--- config.mk ---
export PLATFORM = sky130hd
export DESIGN_NAME = relu_writeback_scheduler
export DESIGN_NICKNAME = d
export VERILOG_FILES = /design/src/rtl/relu_writeback_scheduler_pkg.sv /design/src/rtl/relu_requant_lane.sv /design/src/rtl/relu_writeback_scheduler.sv
export SDC_FILE = /design/constraint.sdc
export NUM_CORES = 1
export LEC_CHECK = 0
export ABC_CLOCK_PERIOD_IN_PS = 8470
export CAP_MARGIN = 20
export CORE_MARGIN = 2
export CORE_UTILIZATION = 50
export DETAILED_ROUTE_END_ITERATION = 8
export PLACE_DENSITY = 0.85
export RECOVER_POWER = 25
export SETUP_SLACK_MARGIN = 0.02
export SLEW_MARGIN = 20
export SYNTH_ARGS = -nofsm -noshare
export SYNTH_HDL_FRONTEND = slang
export SYNTH_HIERARCHICAL = 1
export SYNTH_SLANG_ARGS = --single-unit
export TNS_END_PERCENT = 20
--- constraint.sdc ---
create_clock -name clk -period 8.47 [get_ports clk]
set_input_delay 1.2705 -clock clk [delete_from_list [all_inputs] [get_ports clk]]
set_output_delay 1.2705 -clock clk [all_outputs]
set_load 0.05 [all_outputs]
--- src/rtl/relu_writeback_scheduler_pkg.sv ---
// Shared types, widths and the requantize/ReLU-clamp function for the
// ReLU write-back scheduler.
package relu_writeback_scheduler_pkg;

    localparam int unsigned DATA_WIDTH    = 8;
    localparam int unsigned RESULT_WIDTH  = 16;
    localparam int unsigned CELL_AMOUNT   = 4;
    localparam int unsigned INDEX_WIDTH   = 10;
    localparam int unsigned ADDR_WIDTH    = 10;
    localparam int unsigned SHIFT_WIDTH   = 5;
    localparam int unsigned ACC_EXT_WIDTH = RESULT_WIDTH + 2;
    localparam int unsigned LANE_WIDTH    = $clog2(CELL_AMOUNT);
    localparam int unsigned ROW_WIDTH     = CELL_AMOUNT * RESULT_WIDTH;

    typedef enum logic [1:0] {
        ST_IDLE    = 2'd0,
        ST_COLLECT = 2'd1,
        ST_DRAIN   = 2'd2,
        ST_DONE    = 2'd3
    } state_e;

    // Arithmetic shift, add zero point, clamp to [zero_point, 2^DATA_WIDTH-1].
    function automatic logic [DATA_WIDTH-1:0] requant_clamp(
        input logic signed [RESULT_WIDTH-1:0] r,
        input logic        [SHIFT_WIDTH-1:0]  shift,
        input logic        [DATA_WIDTH-1:0]   zp
    );
        logic signed [RESULT_WIDTH-1:0]  t;
        logic signed [ACC_EXT_WIDTH-1:0] zp_ext;
        logic signed [ACC_EXT_WIDTH-1:0] q_max;
        logic signed [ACC_EXT_WIDTH-1:0] q;
        logic        [DATA_WIDTH-1:0]    res;
        // Shifting a signed value by >= its width fills with the sign bit.
        t      = r >>> shift;
        zp_ext = $signed({{(ACC_EXT_WIDTH-DATA_WIDTH){1'b0}}, zp});
        q_max  = $signed({{(ACC_EXT_WIDTH-DATA_WIDTH){1'b0}}, {DATA_WIDTH{1'b1}}});
        q      = ACC_EXT_WIDTH'(t) + zp_ext;
        if (q < zp_ext) begin
            res = zp;
        end else if (q > q_max) begin
            res = {DATA_WIDTH{1'b1}};
        end else begin
            res = q[DATA_WIDTH-1:0];
        end
        return res;
    endfunction

endpackage

--- src/rtl/relu_requant_lane.sv ---
// Combinational requantize + ReLU clamp for one accumulator lane.
// Ports: result_i (signed accumulator), shift_i, zero_point_i -> act_c_o.
module relu_requant_lane
    import relu_writeback_scheduler_pkg::*;
(
    input  logic [RESULT_WIDTH-1:0] result_i,
    input  logic [SHIFT_WIDTH-1:0]  shift_i,
    input  logic [DATA_WIDTH-1:0]   zero_point_i,
    output logic [DATA_WIDTH-1:0]   act_c_o
);

    assign act_c_o = requant_clamp($signed(result_i), shift_i, zero_point_i);

endmodule

--- src/rtl/relu_writeback_scheduler.sv ---
// Central ReLU write-back scheduler: accepts one row of CELL_AMOUNT
// accumulator results, requantizes each lane and serializes the lanes onto
// a single output-buffer write port with computed addresses.
// Ports: clk/rst_n; start + cfg_* (layer config); row_valid/row_ready/
// row_data (row input); wr_en/wr_addr/wr_data/wr_ready (buffer write);
// busy, done (layer status). All outputs registered.
module relu_writeback_scheduler
    import relu_writeback_scheduler_pkg::*;
(
    input  logic                   clk,
    input  logic                   rst_n,
    input  logic                   start,
    input  logic [ADDR_WIDTH-1:0]  cfg_base_addr,
    input  logic [INDEX_WIDTH-1:0] cfg_row_count,
    input  logic [SHIFT_WIDTH-1:0] cfg_shift,
    input  logic [DATA_WIDTH-1:0]  cfg_zero_point,
    input  logic                   row_valid,
    output logic                   row_ready,
    input  logic [ROW_WIDTH-1:0]   row_data,
    output logic                   wr_en,
    output logic [ADDR_WIDTH-1:0]  wr_addr,
    output logic [DATA_WIDTH-1:0]  wr_data,
    input  logic                   wr_ready,
    output logic                   busy,
    output logic                   done
);

    localparam logic [LANE_WIDTH-1:0] LAST_LANE = LANE_WIDTH'(CELL_AMOUNT - 1);

    state_e                 state_q, state_d;
    logic [INDEX_WIDTH-1:0] row_idx_q, row_idx_d;
    logic [LANE_WIDTH-1:0]  lane_q, lane_d;
    logic [ADDR_WIDTH-1:0]  base_q, base_d;
    logic [INDEX_WIDTH-1:0] rows_q, rows_d;
    logic [SHIFT_WIDTH-1:0] shift_q, shift_d;
    logic [DATA_WIDTH-1:0]  zp_q, zp_d;
    logic [ROW_WIDTH-1:0]   row_q, row_d;

    logic                   row_ready_q, row_ready_d;
    logic                   wr_en_q, wr_en_d;
    logic [ADDR_WIDTH-1:0]  wr_addr_q, wr_addr_d;
    logic [DATA_WIDTH-1:0]  wr_data_q, wr_data_d;
    logic                   busy_q, busy_d;
    logic                   done_q, done_d;

    logic [ROW_WIDTH-1:0]    row_src_c;
    logic [RESULT_WIDTH-1:0] lane_word_c;
    logic [DATA_WIDTH-1:0]   lane_act_c;
    logic [ADDR_WIDTH-1:0]   addr_c;

    // State and datapath registers.
    always_ff @(posedge clk or negedge rst_n) begin
        if (!rst_n) begin
            state_q   <= ST_IDLE;
            row_idx_q <= '0;
            lane_q    <= '0;
            base_q    <= '0;
            rows_q    <= '0;
            shift_q   <= '0;
            zp_q      <= '0;
            row_q     <= '0;
        end else begin
            state_q   <= state_d;
            row_idx_q <= row_idx_d;
            lane_q    <= lane_d;
            base_q    <= base_d;
            rows_q    <= rows_d;
            shift_q   <= shift_d;
            zp_q      <= zp_d;
            row_q     <= row_d;
        end
    end

    // Next-state and counter logic.
    always_comb begin
        state_d   = state_q;
        row_idx_d = row_idx_q;
        lane_d    = lane_q;
        base_d    = base_q;
        rows_d    = rows_q;
        shift_d   = shift_q;
        zp_d      = zp_q;
        row_d     = row_q;
        unique case (state_q)
            ST_IDLE: begin
                if (start) begin
                    base_d    = cfg_base_addr;
                    rows_d    = cfg_row_count;
                    shift_d   = cfg_shift;
                    zp_d      = cfg_zero_point;
                    row_idx_d = '0;
                    lane_d    = '0;
                    state_d   = (cfg_row_count == '0) ? ST_DONE : ST_COLLECT;
                end
            end
            ST_COLLECT: begin
                if (row_valid) begin
                    row_d   = row_data;
                    lane_d  = '0;
                    state_d = ST_DRAIN;
                end
            end
            ST_DRAIN: begin
                if (wr_ready) begin
                    if (lane_q == LAST_LANE) begin
                        if (row_idx_q == rows_q - INDEX_WIDTH'(1)) begin
                            state_d = ST_DONE;
                        end else begin
                            row_idx_d = row_idx_q + INDEX_WIDTH'(1);
                            state_d   = ST_COLLECT;
                        end
                    end else begin
                        lane_d = lane_q + LANE_WIDTH'(1);
                    end
                end
            end
            ST_DONE: begin
                // Stay until the done pulse has been presented.
                if (done_q) begin
                    state_d = ST_IDLE;
                end
            end
            default: state_d = ST_IDLE;
        endcase
    end

    // Lane select: on the row handshake the word comes straight from row_data.
    assign row_src_c   = (state_q == ST_COLLECT) ? row_data : row_q;
    assign lane_word_c = row_src_c[32'(lane_d) * RESULT_WIDTH +: RESULT_WIDTH];
    assign addr_c      = ADDR_WIDTH'(32'(base_q) + 32'(row_idx_d) * CELL_AMOUNT + 32'(lane_d));

    relu_requant_lane u_lane (
        .result_i     (lane_word_c),
        .shift_i      (shift_q),
        .zero_point_i (zp_q),
        .act_c_o      (lane_act_c)
    );

    // Output next values, decoded from the next state.
    always_comb begin
        row_ready_d = 1'b0;
        wr_en_d     = 1'b0;
        wr_addr_d   = '0;
        wr_data_d   = '0;
        busy_d      = 1'b0;
        done_d      = 1'b0;
        row_ready_d = (state_d == ST_COLLECT);
        busy_d      = (state_d != ST_IDLE);
        // Entering DONE straight from IDLE (empty layer) delays the pulse a cycle.
        done_d      = (state_d == ST_DONE) && (state_q != ST_IDLE);
        if (state_d == ST_DRAIN) begin
            wr_en_d   = 1'b1;
            wr_addr_d = addr_c;
            wr_data_d = lane_act_c;
        end
    end

    // Output registers.
    always_ff @(posedge clk or negedge rst_n) begin
        if (!rst_n) begin
            row_ready_q <= 1'b0;
            wr_en_q     <= 1'b0;
            wr_addr_q   <= '0;
            wr_data_q   <= '0;
            busy_q      <= 1'b0;
            done_q      <= 1'b0;
        end else begin
            row_ready_q <= row_ready_d;
            wr_en_q     <= wr_en_d;
            wr_addr_q   <= wr_addr_d;
            wr_data_q   <= wr_data_d;
            busy_q      <= busy_d;
            done_q      <= done_d;
        end
    end

    assign row_ready = row_ready_q;
    assign wr_en     = wr_en_q;
    assign wr_addr   = wr_addr_q;
    assign wr_data   = wr_data_q;
    assign busy      = busy_q;
    assign done      = done_q;

endmodule

### Yosys cells after proc, flatten, opt, wreduce, memory -nomap -nowiden

Cells that the tools add are included.
W data, S select, Z words.

* bits in registers: 133
* output and inout port bits: 22
* logic and storage cells: 63

* shift-type cells: 2
* order comparisons: 2
* equality and inequality tests: 8
* add/subtract/negate cells: 6
* reductions and logical operators: 7
* multiplexer cells: 24

Operator list (count)
* $mux W64: 1
* $shiftx A64 B7 Y16: 1
* $mux W10: 5
* $mux W8: 3
* $mux W2: 11
* $pmux W10 S2: 1
* $gt A18 B9 Y1 const B: 1
* $lt A18 B9 Y1: 1
* $add A16 B9 Y17: 1
* $sshr A16 B5 Y16: 1
* $add A10 B1 Y10 const B: 1
* $add A10 B10 Y10: 1
* $add A10 B2 Y10: 1
* $eq A10 B10 Y1: 1
* $eq A2 B2 Y1 const B: 5
* $logic_not A10 Y1: 1
* $sub A10 B1 Y10 const B: 1
* $pmux W2 S4: 1
* $pmux W2 S3: 1
* $eq A2 B1 Y1 const B: 2
* $reduce_and A2 Y1: 2
* $reduce_bool A2 Y1: 2
* $add A2 B1 Y2 const B: 1
* $logic_not A2 Y1: 1
* 2 further kinds: 2

### Depth between registers and ports, before layout

* word-level depth: 11
* gate-level depth with buffers: 31
* depth with buffers taken out: 29

### Modules after synthesis

Netlist, hierarchy kept.

Modules (own cells, without submodules)
* relu_writeback_scheduler: instances 1, area an instance 6864.1 sq um, cells each 557
* relu_requant_lane: instances 1, area an instance 1652.8 sq um, cells each 227

### Worst setup path after synthesis

No wires, ideal clock.

* path type: input-to-reg
* start point: in wr_ready
* end point: reg wr_data_q[1], in the netlist wr_data[1]
* data required time: 8.350 ns
* setup slack: 1.766 ns
* library setup time: 0.120 ns
* path buffers: 1
* arrival time: 6.585 ns
* cell stages on the path: 29
* cells stage by stage: nand2_1 > nor2_1 > mux2i_1 > o21a_1 > a22oi_1 > clkbuf_1 > mux4_2 > nand2_1 > nand2_1 > a21oi_1 > a22oi_1 > a221oi_1 > nand2_1 > o21ai_0 > o21ai_0 > ha_1 > a21oi_1 > nor2_1 > or2_2 > a21o_1 > a21oi_1 > xnor2_1 > ha_1 > a21o_1 > a31o_2 > a21oi_1 > a41oi_4 > o22a_1 > and3_1

* longest elaborated chain between the ends: 9
* elaborated cells between the ends (all ways): 13
* classes of those cells: add/sub: 1; order compare: 2; eq/ne: 1; shift: 2; mux: 7

Ends and longest elaborated chain
* start: declaration: RTL line relu_writeback_scheduler.sv:23 `input logic wr_ready,`
* $mux W2 (*): RTL line relu_writeback_scheduler.sv:104 `if (wr_ready) begin`
* $pmux W2 S3 (*): RTL line relu_writeback_scheduler.sv:84 `unique case (state_q)`
* $shiftx A64 B7 Y16 (*): RTL line relu_writeback_scheduler.sv:129 `assign lane_word_c = row_src_c[32'(lane_d) * RESULT_WIDTH +: RESULT_WIDTH];`
* via lane_word_c[14]: RTL line relu_writeback_scheduler.sv:47 `logic [RESULT_WIDTH-1:0] lane_word_c;`
* $sshr A16 B5 Y16 (*): RTL line relu_writeback_scheduler_pkg.sv:34 `t = r >>> shift;`
* $add A16 B9 Y17 (*): RTL line relu_writeback_scheduler_pkg.sv:37 `q = ACC_EXT_WIDTH'(t) + zp_ext;`
* $gt A18 B9 Y1: RTL line relu_writeback_scheduler_pkg.sv:40 `end else if (q > q_max) begin`
* $mux W8: RTL line relu_writeback_scheduler_pkg.sv:40
* $mux W8 (*): RTL line relu_writeback_scheduler_pkg.sv:38 `if (q < zp_ext) begin`
* via lane_act_c[1]: RTL line relu_writeback_scheduler.sv:48 `logic [DATA_WIDTH-1:0] lane_act_c;`
* $mux W8 (*): RTL line relu_writeback_scheduler.sv:151 `if (state_d == ST_DRAIN) begin`
* via wr_data_d[1]: RTL line relu_writeback_scheduler.sv:42 `logic [DATA_WIDTH-1:0] wr_data_q, wr_data_d;`
* end signal: assignment: RTL line relu_writeback_scheduler.sv:171 `wr_data_q <= wr_data_d;`
* end: declaration: RTL line relu_writeback_scheduler.sv:42

The timed path passes the listed nets; every way through them passes the cells marked *.
A chain may end at the register's enable or synchronous reset.

### Final worst setup path

* start point: in wr_ready
* end point: reg wr_data_q[6], in the netlist wr_data[6]

The elaborated chain is that of the path after synthesis.

==> metrics.yaml <==
floorplanning:
  start_util: 0.512
  dieArea_mm2: 0.0181
  fp.dieW_um: 135
  pin_count: 124
  core_mm2: 0.0166
  chipHeight_um: 135
  rows: 47
logic_synthesis:
  synth_cell_types: 81
  synth_edf_count: 0
  seq_area_frac_synth: 0.391
  syn-cell-area_mm2: 0.00852
  synth-seq-cells: 133
  synth_ff_type: "dfrtp_1"
  syn_inst: 784
  synthArstFlopShare: 1.00
  ys_warn_count: 6
  synth.avg_cell_area_um2: 10.9
  syn_nets: 914
clock_network:
  clock-sinks: 133
  tritoncts: "built"
  cts_resized: 0
  htree_levels: 4
  postCtsSetupBuffers: 0
  cts_made_buffers: 17
  cts_root_buf: "clkbuf_16"
  clk_pin_slew_worst_paths_ns: 0.06
  worstSkewPairLatency_ns: 0.43
  cts_buffer_depth: 2
  cts_hold_buf: 0
drt:
  drt.antenna.violating_nets: 0
  routedWlPerCell_um: 18.7
  first_pass_iters: 5
  post-route-drc-count: 0
  wl_um: 21000
  vias: 6700
  routed_via_density: 5.96
  drtIter0Drc: 490
setup_path:
  r2r_end: "wr_data[6]$_DFF_PN0_"
  critPathMaxStageDelay_ns: 0.59
  reg2reg_from: "state_q[0]$_DFF_PN0_"
  path_class: "input pin to flop"
  startpoint: "wr_ready"
  startpoint_type: "input pin"
  cp-end-kind: "flop"
  worstPathArrival_ns: 7.69
  crit_top_cell: "nand2_1"
  critPathRequiredTime_ns: 8.78
  crit_fanout: 33
  ff2ff_path_depth: 28
  cp_slowest_cell: "a221oi_1"
  crit_end: "wr_data[6]$_DFF_PN0_"
  ff2ff_setup_slack_ns: 1.68
sta:
  worst_slew_pin_slew_ns: 3.56
  grt_setup_unrepaired: "no"
  fmaxAchievable_mhz: 136
  fin_worst_skew_ns: 0.00765
  finalSetupViolations: 0
  hold_viol_final: 0
  min_period_ns: 7.38
  holdWs_ns: 0.503
  period_share: 0.871
  fin_ws_ns: 1.09
  fin_tns_setup_ns: 0
  relSlewSlack: -1.38
  slew_viol_final: 136
status:
  status: "finished with violations"
  violations: "capacitance limit, slew limit"
grt:
  grt_pass1_wl_um: 34500
  antenna_found_initial: 0
  track_usage: 0.244
  grt_max_degree: 70
  grt_pass1_vias: 6794
  grt.overflow.total: 0
hold_path:
  hold_path_class: "flop to flop"
  hold_depth: 1
cells_and_area:
  final_cell_mix: "dfrtp_1 (133), clkdlybuf4s50_1 (122), mux2_2 (97)"
  drive_gt1_frac: 0.225
  final_common_cell: "dfrtp_1"
  nNetsFinal: 1021
  fillers: 1287
  fin_area_mm2: 0.0105
  n_antenna_cell: 0
  area_growth_pct: 23.3
place:
  hpwl_um: 14900
  dpl_cell_area_mm2: 0.00991
  pre_cts_ws_ns: 0.726
  io_buffer_count: 123
  place_congestion: 0.912
flow_run:
  cap_viol_max_count: 2
worst min path at each step:
stage | startpoint | end | slack, ns
6_report | row_q[34]$_DFFE_PN0P_ | row_q[34]$_DFFE_PN0P_ | 0.50
3_3_place_gp | row_q[9]$_DFFE_PN0P_ | row_q[9]$_DFFE_PN0P_ | 0.48
4_1_cts | row_q[34]$_DFFE_PN0P_ | row_q[34]$_DFFE_PN0P_ | 0.50
2_1_floorplan | row_q[36]$_DFFE_PN0P_ | row_q[36]$_DFFE_PN0P_ | 0.47
5_1_grt | row_q[1]$_DFFE_PN0P_ | row_q[1]$_DFFE_PN0P_ | 0.51
3_5_place_dp | row_q[37]$_DFFE_PN0P_ | row_q[37]$_DFFE_PN0P_ | 0.49
cell type report:
class	instances	area, um2	share of cell area
well taps	220	275	0.0262
flip-flops and latches	133	3330	0.317
clock inverters	14	164	0.0156
clock buffers	18	439	0.0418
repair buffers	131	1280	0.122
inverters	29	109	0.0104
multi-input cells	579	4900	0.467
cells by family after synthesis:
logic type | after synthesis | share of synthesized area
AO/OA/AOI/OAI | 136 | 0.114
multiplexers | 161 | 0.258
XOR/XNOR | 24 | 0.0247
adder cells (fa/ha/maj) | 28 | 0.0429
AND/OR/NAND/NOR | 230 | 0.134
buffers and inverters | 72 | 0.0357
flip-flops | 133 | 0.391
layer usage:
| layer | wire (um) | share of wire | vias up | track usage |
|---|---|---|---|---|
| met5 | 0 | 0 | - | 0 |
| met4 | 463 | 0.022 | 0 | 0.0883 |
| met3 | 1640 | 0.078 | 38 | 0.0698 |
| met2 | 9970 | 0.47 | 233 | 0.391 |
| met1 | 8960 | 0.43 | 3317 | 0.319 |
| li1 | - | - | 3112 | - |
per-stage QoR:
step,cells,util
finish,1124,0.631
global route,1124,0.631
CTS,1124,0.632
detailed placement,1092,0.595
global placement,1092,0.595
floorplan,784,-
flip-flops by register name, indices dropped and copies added, names as in the netlist:
signal,cells
busy,1
lane_q,2
row_ready,1
done,1
row_idx_q,10
zp_q,8
base_q,10
rows_q,10
state_q,2
shift_q,5
wr_data,8
wr_en,1
row_q,64
wr_addr,10
cell usage after synthesis, types with 5 or more instances:
library cell	n	area [um2]
o21ai_0	32	160
a211oi_1	5	37.5
o22ai_1	5	31.3
o21ai_1	5	25.0
ha_1	26	325
or4_1	7	52.6
nor2b_1	10	62.6
dfrtp_1	133	3330
clkbuf_1	33	124
o22a_1	8	70.1
mux4_2	36	811
mux2_2	97	1090
nor2_1	44	165
nand2_1	93	349
inv_1	28	105
nor3_1	18	90.1
xnor2_1	15	131
xor2_1	9	78.8
mux2i_1	24	240
nand3_1	13	65.1
a21oi_1	29	145
and3_1	13	81.3
critical path: cells and delay by family:
| kind | cells | cell delay [ns] |
|---|---|---|
| xor+xnor | 1 | 0.17 |
| buf+inv | 4 | 1.27 |
| compound gates | 14 | 2.96 |
| simple gates | 8 | 0.97 |
| mux | 2 | 0.45 |
| fa+ha+maj | 2 | 0.60 |
Power is left out: the tool's default activity adds up to more than one toggle a clock period on the data nets, which glitch-free logic cannot reach.
